==> config.mk <==
export PLATFORM = sky130hd
export DESIGN_NAME = ltmr_seu_monitor
export DESIGN_NICKNAME = d
export VERILOG_FILES = /design/src/rtl/ltmr_seu_monitor.sv
export SDC_FILE = /design/constraint.sdc
export NUM_CORES = 1
export LEC_CHECK = 0
export CAP_MARGIN = 20
export CORE_MARGIN = 4
export CORE_UTILIZATION = 34
export DETAILED_ROUTE_END_ITERATION = 8
export PLACE_DENSITY = 0.56
export SKIP_LAST_GASP = 1
export SYNTH_ARGS = -nofsm -noshare
export SYNTH_HDL_FRONTEND = slang
export SYNTH_SLANG_ARGS = --single-unit
==> constraint.sdc <==
create_clock -name CP -period 3.9 [get_ports CP]
set_input_delay 0.78 -clock CP [delete_from_list [all_inputs] [get_ports CP]]
set_output_delay 0.78 -clock CP [all_outputs]
set_load 0.02 [all_outputs]
==> src/rtl/ltmr_seu_monitor.sv <==
// ---------------------------------------------------------------------------
// ltmr_seu_monitor
//
// Purpose
//   Sits behind the triplicated register banks. Majority-votes the three
//   WIDTH-bit copies, detects copies that disagree bit by bit (single event
//   upsets), remembers which copy was the odd one out, reports each upset
//   once over a valid/ready event port and keeps a saturating count of
//   accepted events. Optionally requests a scrub (CORR) so the banks reload
//   the voted value.
//
// Configuration
//   LTMR_SEU_AUTOCORRECT_EN  defined   : CAPTURE state present, CORR pulses
//                                        for one cycle before each report
//                                        burst (event valid at k+3).
//                            undefined : CORR tied low, IDLE goes straight
//                                        to REPORT (event valid at k+2).
//
// Ports
//   CP         in   1      clock, all state updates on the rising edge
//   RST        in   1      synchronous active-high reset
//   A, B, C    in   WIDTH  the three register copies
//   Q          out  WIDTH  combinational bitwise majority of A/B/C
//   CORR       out  1      one-cycle scrub request
//   EVT_VALID  out  1      upset event available
//   EVT_READY  in   1      consumer accepts the event
//   EVT_IDX    out  IDX_W  bit index of the reported upset (0 when idle)
//   EVT_COPY   out  2      upset copy 1=A 2=B 3=C (0 when idle)
//   CNT_CLR    in   1      synchronous counter clear (beats a coincident ack)
//   SEU_CNT    out  CNT_W  saturating count of accepted events
// ---------------------------------------------------------------------------
module ltmr_seu_monitor #(
  parameter int WIDTH = 8,
  parameter int CNT_W = 8,
  parameter int IDX_W = (WIDTH > 1) ? $clog2(WIDTH) : 1
) (
  input  logic             CP,
  input  logic             RST,
  input  logic [WIDTH-1:0] A,
  input  logic [WIDTH-1:0] B,
  input  logic [WIDTH-1:0] C,
  output logic [WIDTH-1:0] Q,
  output logic             CORR,
  output logic             EVT_VALID,
  input  logic             EVT_READY,
  output logic [IDX_W-1:0] EVT_IDX,
  output logic [1:0]       EVT_COPY,
  input  logic             CNT_CLR,
  output logic [CNT_W-1:0] SEU_CNT
);

`ifdef LTMR_SEU_AUTOCORRECT_EN
  typedef enum logic [1:0] {
    ST_IDLE    = 2'd0,
    ST_CAPTURE = 2'd1,
    ST_REPORT  = 2'd2
  } state_t;
`else
  typedef enum logic [1:0] {
    ST_IDLE    = 2'd0,
    ST_REPORT  = 2'd2
  } state_t;
`endif

  localparam logic [CNT_W-1:0] CNT_MAX = '1;

  // Registered state
  state_t                 state_q,     state_d;
  logic [WIDTH-1:0]       mis_q,       mis_d;
  logic [WIDTH-1:0]       mis_dly_q,   mis_dly_d;
  logic [WIDTH-1:0][1:0]  copy_id_q,   copy_id_d;
  logic [WIDTH-1:0][1:0]  copy_pend_q, copy_pend_d;
  logic [WIDTH-1:0]       pending_q,   pending_d;
  logic [CNT_W-1:0]       cnt_q,       cnt_d;

  // Combinational helpers
  logic [WIDTH-1:0]       new_upset;
  logic [WIDTH-1:0]       ack_mask;
  logic [IDX_W-1:0]       low_idx;
  logic                   evt_valid;
  logic                   ack;

  // The vote is purely combinational so the banks see corrected data with
  // zero latency, independent of reset.
  assign Q = (A & B) | (B & C) | (C & A);

  // Mismatch detection and per-bit identification of the odd copy. With
  // three binary copies at least two always agree, so the priority chain
  // below always names the single disagreeing copy when there is one.
  always_comb begin
    mis_d     = (A ^ B) | (B ^ C);
    mis_dly_d = mis_q;
    copy_id_d = '0;
    for (int i = 0; i < WIDTH; i++) begin
      if (B[i] == C[i]) begin
        copy_id_d[i] = 2'd1;
      end else if (A[i] == C[i]) begin
        copy_id_d[i] = 2'd2;
      end else begin
        copy_id_d[i] = 2'd3;
      end
    end
  end

  // Only the rising edge of a mismatch is a new upset; a stuck mismatch is
  // reported once and only re-reported after it clears and reappears.
  assign new_upset = mis_q & ~mis_dly_q;

  // Lowest pending bit is the one presented on the event port. Scanning from
  // the top down lets the last hit (the lowest index) win.
  always_comb begin
    low_idx = '0;
    for (int i = WIDTH - 1; i >= 0; i--) begin
      if (pending_q[i]) begin
        low_idx = IDX_W'(i);
      end
    end
  end

  assign evt_valid = (state_q == ST_REPORT);
  assign ack       = evt_valid & EVT_READY;
  assign ack_mask  = ack ? (WIDTH'(1) << low_idx) : '0;

  // Pending set and the stored copy IDs. A new upset on the same bit as the
  // ack wins: the bit stays pending and its copy ID is refreshed.
  always_comb begin
    pending_d   = (pending_q & ~ack_mask) | new_upset;
    copy_pend_d = copy_pend_q;
    for (int i = 0; i < WIDTH; i++) begin
      if (new_upset[i]) begin
        copy_pend_d[i] = copy_id_q[i];
      end
    end
  end

  // Saturating event counter; a clear beats a coincident ack.
  always_comb begin
    cnt_d = cnt_q;
    if (CNT_CLR) begin
      cnt_d = '0;
    end else if (ack && (cnt_q != CNT_MAX)) begin
      cnt_d = cnt_q + CNT_W'(1);
    end
  end

  // Report sequencer. New upsets arriving while reporting merge into the
  // pending set and are drained back-to-back without another scrub pulse.
  always_comb begin
    state_d = state_q;
    case (state_q)
      ST_IDLE: begin
        if (pending_q != '0) begin
`ifdef LTMR_SEU_AUTOCORRECT_EN
          state_d = ST_CAPTURE;
`else
          state_d = ST_REPORT;
`endif
        end
      end
`ifdef LTMR_SEU_AUTOCORRECT_EN
      ST_CAPTURE: begin
        state_d = ST_REPORT;
      end
`endif
      ST_REPORT: begin
        if (pending_d == '0) begin
          state_d = ST_IDLE;
        end
      end
      default: begin
        state_d = ST_IDLE;
      end
    endcase
  end

  // Event port outputs are forced to zero while nothing is offered.
  always_comb begin
    EVT_VALID = evt_valid;
    EVT_IDX   = evt_valid ? low_idx : '0;
    EVT_COPY  = evt_valid ? copy_pend_q[low_idx] : 2'd0;
    SEU_CNT   = cnt_q;
`ifdef LTMR_SEU_AUTOCORRECT_EN
    CORR      = (state_q == ST_CAPTURE);
`else
    CORR      = 1'b0;
`endif
  end

  // All state is synchronously reset; a reset mid-report discards every
  // pending event.
  always_ff @(posedge CP) begin
    if (RST) begin
      state_q     <= ST_IDLE;
      mis_q       <= '0;
      mis_dly_q   <= '0;
      copy_id_q   <= '0;
      copy_pend_q <= '0;
      pending_q   <= '0;
      cnt_q       <= '0;
    end else begin
      state_q     <= state_d;
      mis_q       <= mis_d;
      mis_dly_q   <= mis_dly_d;
      copy_id_q   <= copy_id_d;
      copy_pend_q <= copy_pend_d;
      pending_q   <= pending_d;
      cnt_q       <= cnt_d;
    end
  end

endmodule

# Yosys cells after proc, flatten, opt, wreduce, memory -nomap -nowiden
# Index checks and enable logic that the tools add are counted.
# classes
n_lt_le_gt_ge,1
n_shift,1
n_bitwise,14
n_eq_ne,20
n_reduce_logical,14
n_mux,32
n_addsub,1
# op_table
cell,n
$and 8x8->8,5
$or 8x8->8,4
$mux 3,9
$reduce_or 2->1,9
$eq 1x1->1,16
$mux 1,16
$not 8->8,2
$xor 8x8->8,2
$add 8x1->8 const B,1
$logic_not 8->1,1
$mux 2,4
$mux 8,1
$ne 8x8->1 const B,1
$reduce_bool 8->1,1
$shl 1x3->8 const A,1
$bmux 2 s3,1
$lt 3x4->1 const B,1
$pmux 2 s2,1
$eq 2x2->1 const B,1
$logic_not 2->1,1
$ne 2x1->1 const B,1
$ne 2x2->1 const B,1
$reduce_and 2->1,1
$and 1x1->1,1
$logic_and 1x1->1,1
# totals
regBits,66
elab_cells,112
out_inout_bits,23

# Logic depth before layout (Yosys ltp)
# logic_depth
ltp_word,16
ltp_mapped,7

# Least setup slack after synthesis
# Ideal clock, no wire load.
# synth_path
kind,register to output
from,register pending_q[2]
to,output EVT_COPY[0]
t_arrival_ns,1.850
path_stages_with_launch,7
path_buffers,1
setup_slack_ns,1.270
path_cell_list,dfxtp_1 buf_2 nor2_1 nand2_1 nor3b_1 o21ai_0 o22ai_1
# synth_between
elab_chain_len,6
# synth_rtl
item,line,rtl
start: declaration,73,"logic [WIDTH-1:0] pending_q, pending_d;"
start signal: assignment,206,pending_q <= pending_d;
$mux 3 (3 in series),114,if (pending_q[i]) begin
$bmux 2 s3,180,EVT_COPY = evt_valid ? copy_pend_q[low_idx] : 2'd0;
$mux 2 (implied by the code),180,
$mux 2,180,
end: declaration,47,"output logic [1:0] EVT_COPY,"
# No other way between the ends. The select of a mux whose other input is x is not followed.

# Final worst setup path
# layout_path
from,register pending_q[7]
to,output EVT_COPY[0]
# layout_between
elab_chain_len,11
# layout_rtl
item,line
$mux 3 (8 in series),114
$bmux 2 s3,180
$mux 2 (implied by the code),180
$mux 2,180
# No other way between the ends. The select of a mux whose other input is x is not followed.

==> flow_results.xml <==
<?xml version="1.0" encoding="UTF-8"?>
<metrics>
  <group name="detailed_routing">
    <metric name="drtPass1Iterations" unit="">4</metric>
    <metric name="routed_wl" unit="um">5590</metric>
    <metric name="route.vias.total" unit="">2235</metric>
    <metric name="detail_route.vias_per_cell" unit="">4.70</metric>
    <metric name="avgRoutedWirePerCell" unit="um">11.8</metric>
    <metric name="drc" unit="">0</metric>
    <metric name="drt-initial-drc-count" unit="">116</metric>
    <metric name="drt.antenna.violating_nets" unit="">0</metric>
  </group>
  <group name="clock_tree">
    <metric name="tritoncts" unit="">built</metric>
    <metric name="cts_root_buf" unit="">sky130_fd_sc_hd__clkbuf_8</metric>
    <metric name="cts.sink_count" unit="">65</metric>
    <metric name="clkTransAtPathRegs" unit="ns">0.06</metric>
    <metric name="clock_latency_reported_for_the_late_side_of_the_worst_skew_pair" unit="ns">0.34</metric>
    <metric name="cts.repair.resized" unit="">0</metric>
    <metric name="cts_hold_buf" unit="">0</metric>
    <metric name="inserted_clock_buffers" unit="">9</metric>
    <metric name="h-tree-depth" unit="">3</metric>
    <metric name="cts-root-to-sink-buffers" unit="">2</metric>
    <metric name="cts_setup_buffers" unit="">0</metric>
  </group>
  <group name="worst_setup_path">
    <metric name="critical_path_required" unit="ns">3.12</metric>
    <metric name="timing_worst_setup_path_type" unit="">register to output port</metric>
    <metric name="setup.worst_path.end_class" unit="">output port</metric>
    <metric name="worstSetupEndpoint" unit="">EVT_COPY[0]</metric>
    <metric name="critPathArrivalTime" unit="ns">2.60</metric>
    <metric name="critPathLaunch" unit="">pending_q[7]</metric>
    <metric name="ff2ff_setup_slack" unit="ns">2.10</metric>
    <metric name="regToRegStartpoint" unit="">state_q[1]</metric>
    <metric name="reg2reg_depth" unit="">5</metric>
    <metric name="startpoint_type" unit="">register</metric>
    <metric name="regToRegEndpoint" unit="">state_q[1]</metric>
    <metric name="crit_fanout" unit="">6</metric>
  </group>
  <group name="timing">
    <metric name="fin_crit" unit="ns">3.38</metric>
    <metric name="timing_max_transition_violations_final" unit="">0</metric>
    <metric name="finalSetupViolCount" unit="">0</metric>
    <metric name="fin_worst_skew" unit="ns">0.00504</metric>
    <metric name="layout_worst_path_cycle_share" unit="%">86.6</metric>
    <metric name="worst_slew_margin_rel" unit="%">60.4</metric>
    <metric name="fin_tns_setup" unit="ns">0</metric>
    <metric name="post-route-worst-setup-slack" unit="ns">0.522</metric>
    <metric name="achievable-frequency" unit="MHz">296</metric>
    <metric name="hold_viol_final" unit="">0</metric>
    <metric name="unrepaired_setup_endpoints_after_global_routing" unit="">false</metric>
    <metric name="tightestPinTransition" unit="ns">0.588</metric>
  </group>
  <group name="power">
    <metric name="combPwrFrac" unit="%">18.0</metric>
    <metric name="peakVddDrop" unit="mV">0.182</metric>
    <metric name="share_of_total_power_in_the_clock_network" unit="%">34.7</metric>
    <metric name="total_power" unit="mW">1.57</metric>
    <metric name="seq_power_share" unit="%">47.3</metric>
    <metric name="p_leak" unit="nW">1.49</metric>
    <metric name="netSwitchingFraction" unit="%">26.0</metric>
    <metric name="power_density_over_cell_area" unit="mW/mm2">430</metric>
    <metric name="intPower" unit="mW">1.16</metric>
    <metric name="switchingPower" unit="uW">407</metric>
  </group>
  <group name="global_routing">
    <metric name="grt_pass1_wl" unit="um">9580</metric>
    <metric name="grt_start_max_net_pins" unit="">56</metric>
    <metric name="grt-ovfl-total" unit="">0</metric>
    <metric name="grt_usage" unit="%">12.0</metric>
    <metric name="grt_pass1_vias" unit="">2144</metric>
    <metric name="grt_antenna_before_repair" unit="">0</metric>
  </group>
  <group name="logic_synthesis">
    <metric name="post-synth-top-area-fraction" unit="%">45.0</metric>
    <metric name="synthFlopType" unit="">sky130_fd_sc_hd__dfxtp_1</metric>
    <metric name="synth_seq_area_share" unit="%">45.0</metric>
    <metric name="synth_area_leader_cell" unit="">sky130_fd_sc_hd__dfxtp_1</metric>
    <metric name="number_of_distinct_library_cell_variants_in_the_gate_level_netlist_after_synthesis" unit="">44</metric>
    <metric name="postSynthAreaPerCell" unit="um2">9.16</metric>
    <metric name="postSynth.asyncResetShare" unit="%">0</metric>
    <metric name="postSynthNetCount" unit="">369</metric>
    <metric name="postSynthCellCount" unit="">316</metric>
    <metric name="synth_area_leaders" unit="">sky130_fd_sc_hd__dfxtp_1, sky130_fd_sc_hd__ha_1, sky130_fd_sc_hd__nor2_1</metric>
    <metric name="synth_warnings" unit="">0</metric>
    <metric name="synth_area" unit="mm2">0.00289</metric>
    <metric name="synth_seq_cells" unit="">65</metric>
    <metric name="synth-edff-count" unit="">0</metric>
  </group>
  <group name="floorplan">
    <metric name="initial_utilization" unit="%">35.0</metric>
    <metric name="num_io_pins" unit="">51</metric>
    <metric name="design.die.area" unit="mm2">0.0101</metric>
    <metric name="rows" unit="">33</metric>
    <metric name="die_height" unit="um">100</metric>
    <metric name="core_area" unit="mm2">0.00826</metric>
    <metric name="die_width" unit="um">100</metric>
  </group>
  <group name="placed_design">
    <metric name="dp_slack" unit="ns">0.762</metric>
    <metric name="finalWeightedCongestion" unit="">0.812</metric>
    <metric name="postPlaceCellArea" unit="mm2">0.00346</metric>
    <metric name="hpwl" unit="um">4140</metric>
    <metric name="place.port_buffers" unit="">49</metric>
  </group>
  <group name="layout">
    <metric name="number_of_nets_in_the_layout" unit="">419</metric>
    <metric name="area_delta_synth_final" unit="%">26.2</metric>
    <metric name="drive_gt1_share" unit="%">5.66</metric>
    <metric name="postLayoutCoreUtil" unit="%">44.2</metric>
    <metric name="diodes" unit="">0</metric>
    <metric name="layout.cell_area.non_filler" unit="mm2">0.00365</metric>
  </group>
  <group name="outcome">
    <metric name="run_status" unit="">finished, final reports clean</metric>
  </group>
  <group name="flow_run">
    <metric name="max_cap_viol_count" unit="">0</metric>
  </group>
  <group name="worst_hold_path">
    <metric name="worst_min_path_class" unit="">register to register</metric>
  </group>
</metrics>
## state kept, by name, indices dropped and copies added, names as in the netlist
name / count
SEU_CNT: 8
copy_id_q: 16
copy_pend_q: 16
mis_dly_d: 8
mis_dly_q: 8
pending_q: 8
state_q: 1
## layout make-up
type	instances	area [um2]
Clock inverter	3	40.0
Fill cell	840	4610
Inverter	14	52.6
Timing Repair Buffer	50	493
Clock buffer	13	149
Sequential cell	65	1300
Tap cell	105	131
Multi-Input combinational cell	226	1490
## cells in the final DEF, fill, tap and decap left out, types with 4 or more instances in the layout
master	instances
sky130_fd_sc_hd__a21oi_1	25
sky130_fd_sc_hd__nor2b_1	26
sky130_fd_sc_hd__mux2i_1	13
sky130_fd_sc_hd__inv_1	14
sky130_fd_sc_hd__o21ai_0	8
sky130_fd_sc_hd__xor2_1	4
sky130_fd_sc_hd__nor3_1	5
sky130_fd_sc_hd__nor2_1	54
sky130_fd_sc_hd__or3_1	11
sky130_fd_sc_hd__clkdlybuf4s50_1	48
sky130_fd_sc_hd__dfxtp_1	65
sky130_fd_sc_hd__ha_1	25
sky130_fd_sc_hd__nand2_1	12
sky130_fd_sc_hd__clkbuf_8	10
## power by group through the flow
stage	Sequential [mW]	Clock (mW)	Combinational, mW
after floorplan	0.746	0	0.192
after global placement	0.756	0	0.283
after detailed placement	0.756	0	0.286
after CTS	0.742	0.567	0.288
after global routing	0.748	0.595	0.319
final	0.741	0.545	0.282
## cells in the mapped netlist (2+ instances only)
library cell                n
sky130_fd_sc_hd__ha_1      25
sky130_fd_sc_hd__buf_1      3
sky130_fd_sc_hd__buf_2      2
sky130_fd_sc_hd__nand4_1    3
sky130_fd_sc_hd__inv_1     14
sky130_fd_sc_hd__o21a_1     2
sky130_fd_sc_hd__nand2_1   12
sky130_fd_sc_hd__mux2i_1   13
sky130_fd_sc_hd__nor4_1     2
sky130_fd_sc_hd__a211oi_1   2
sky130_fd_sc_hd__and2_1     2
sky130_fd_sc_hd__dfxtp_1   65
sky130_fd_sc_hd__mux2_2     2
sky130_fd_sc_hd__a21o_1     2
sky130_fd_sc_hd__or3_1     11
sky130_fd_sc_hd__o21ai_0    8
sky130_fd_sc_hd__nor2b_1   26
sky130_fd_sc_hd__nand2b_1   2
sky130_fd_sc_hd__o22ai_1    3
sky130_fd_sc_hd__and3_1     2
sky130_fd_sc_hd__a311oi_1   2
sky130_fd_sc_hd__nand3_1    3
sky130_fd_sc_hd__xnor2_1    2
sky130_fd_sc_hd__nor3_1     5
sky130_fd_sc_hd__xor2_1     4
sky130_fd_sc_hd__nor2_1    54
sky130_fd_sc_hd__clkbuf_1   4
sky130_fd_sc_hd__a21oi_1   25
## worst min path at each step
stage            startpoint             end  slack [ns]  depth (start not counted)
2_1_floorplan  copy_id_q[6]  copy_pend_q[6]        0.42                          2
3_3_place_gp   copy_id_q[7]  copy_pend_q[7]        0.43                          2
3_5_place_dp   copy_id_q[7]  copy_pend_q[7]        0.43                          2
4_1_cts        copy_id_q[7]  copy_pend_q[7]        0.44                          2
5_1_grt        mis_dly_d[7]    mis_dly_q[7]        0.47                          1
6_report       copy_id_q[7]  copy_pend_q[7]        0.44                          2
## stage by stage
step / instances / hold WS (ns)
floorplan: 316 / 0.417
global placement: 460 / 0.434
detailed placement: 460 / 0.427
CTS: 476 / 0.437
global route: 476 / 0.468
finish: 476 / 0.438
## metal layers
| metal | global-route usage [%] | up-vias | share of wire (%) |
|---|---|---|---|
| li1 | - | 1176 | - |
| met1 | 14.1 | 1015 | 45 |
| met2 | 20.1 | 39 | 49 |
| met3 | 4.52 | 5 | 4.7 |
| met4 | 4.35 | 0 | 0.95 |
| met5 | 0 | - | 0 |
## worst max-delay path, stage by stage, from the launching register on
cell                              delay (ns)
sky130_fd_sc_hd__dfxtp_1                0.40
sky130_fd_sc_hd__nor2b_1                0.24
sky130_fd_sc_hd__o311a_1                0.36
sky130_fd_sc_hd__mux2_2                 0.38
sky130_fd_sc_hd__o21ai_0                0.20
sky130_fd_sc_hd__o22ai_1                0.12
sky130_fd_sc_hd__clkdlybuf4s50_1        0.56
## logic make-up after synthesis
logic type | count (synthesis) | share of synthesized area [%]
adders and majority gates | 25 | 10.8
xor gates and xnor gates | 6 | 1.82
DFF | 65 | 45.0
buffers and inverters | 25 | 3.72
and+or+nand+nor | 127 | 22.3
muxes | 15 | 5.27
AOI/OAI and AO/OA | 52 | 11.0
other | 1 | 0.130
(Power assumes the default switching activity.)
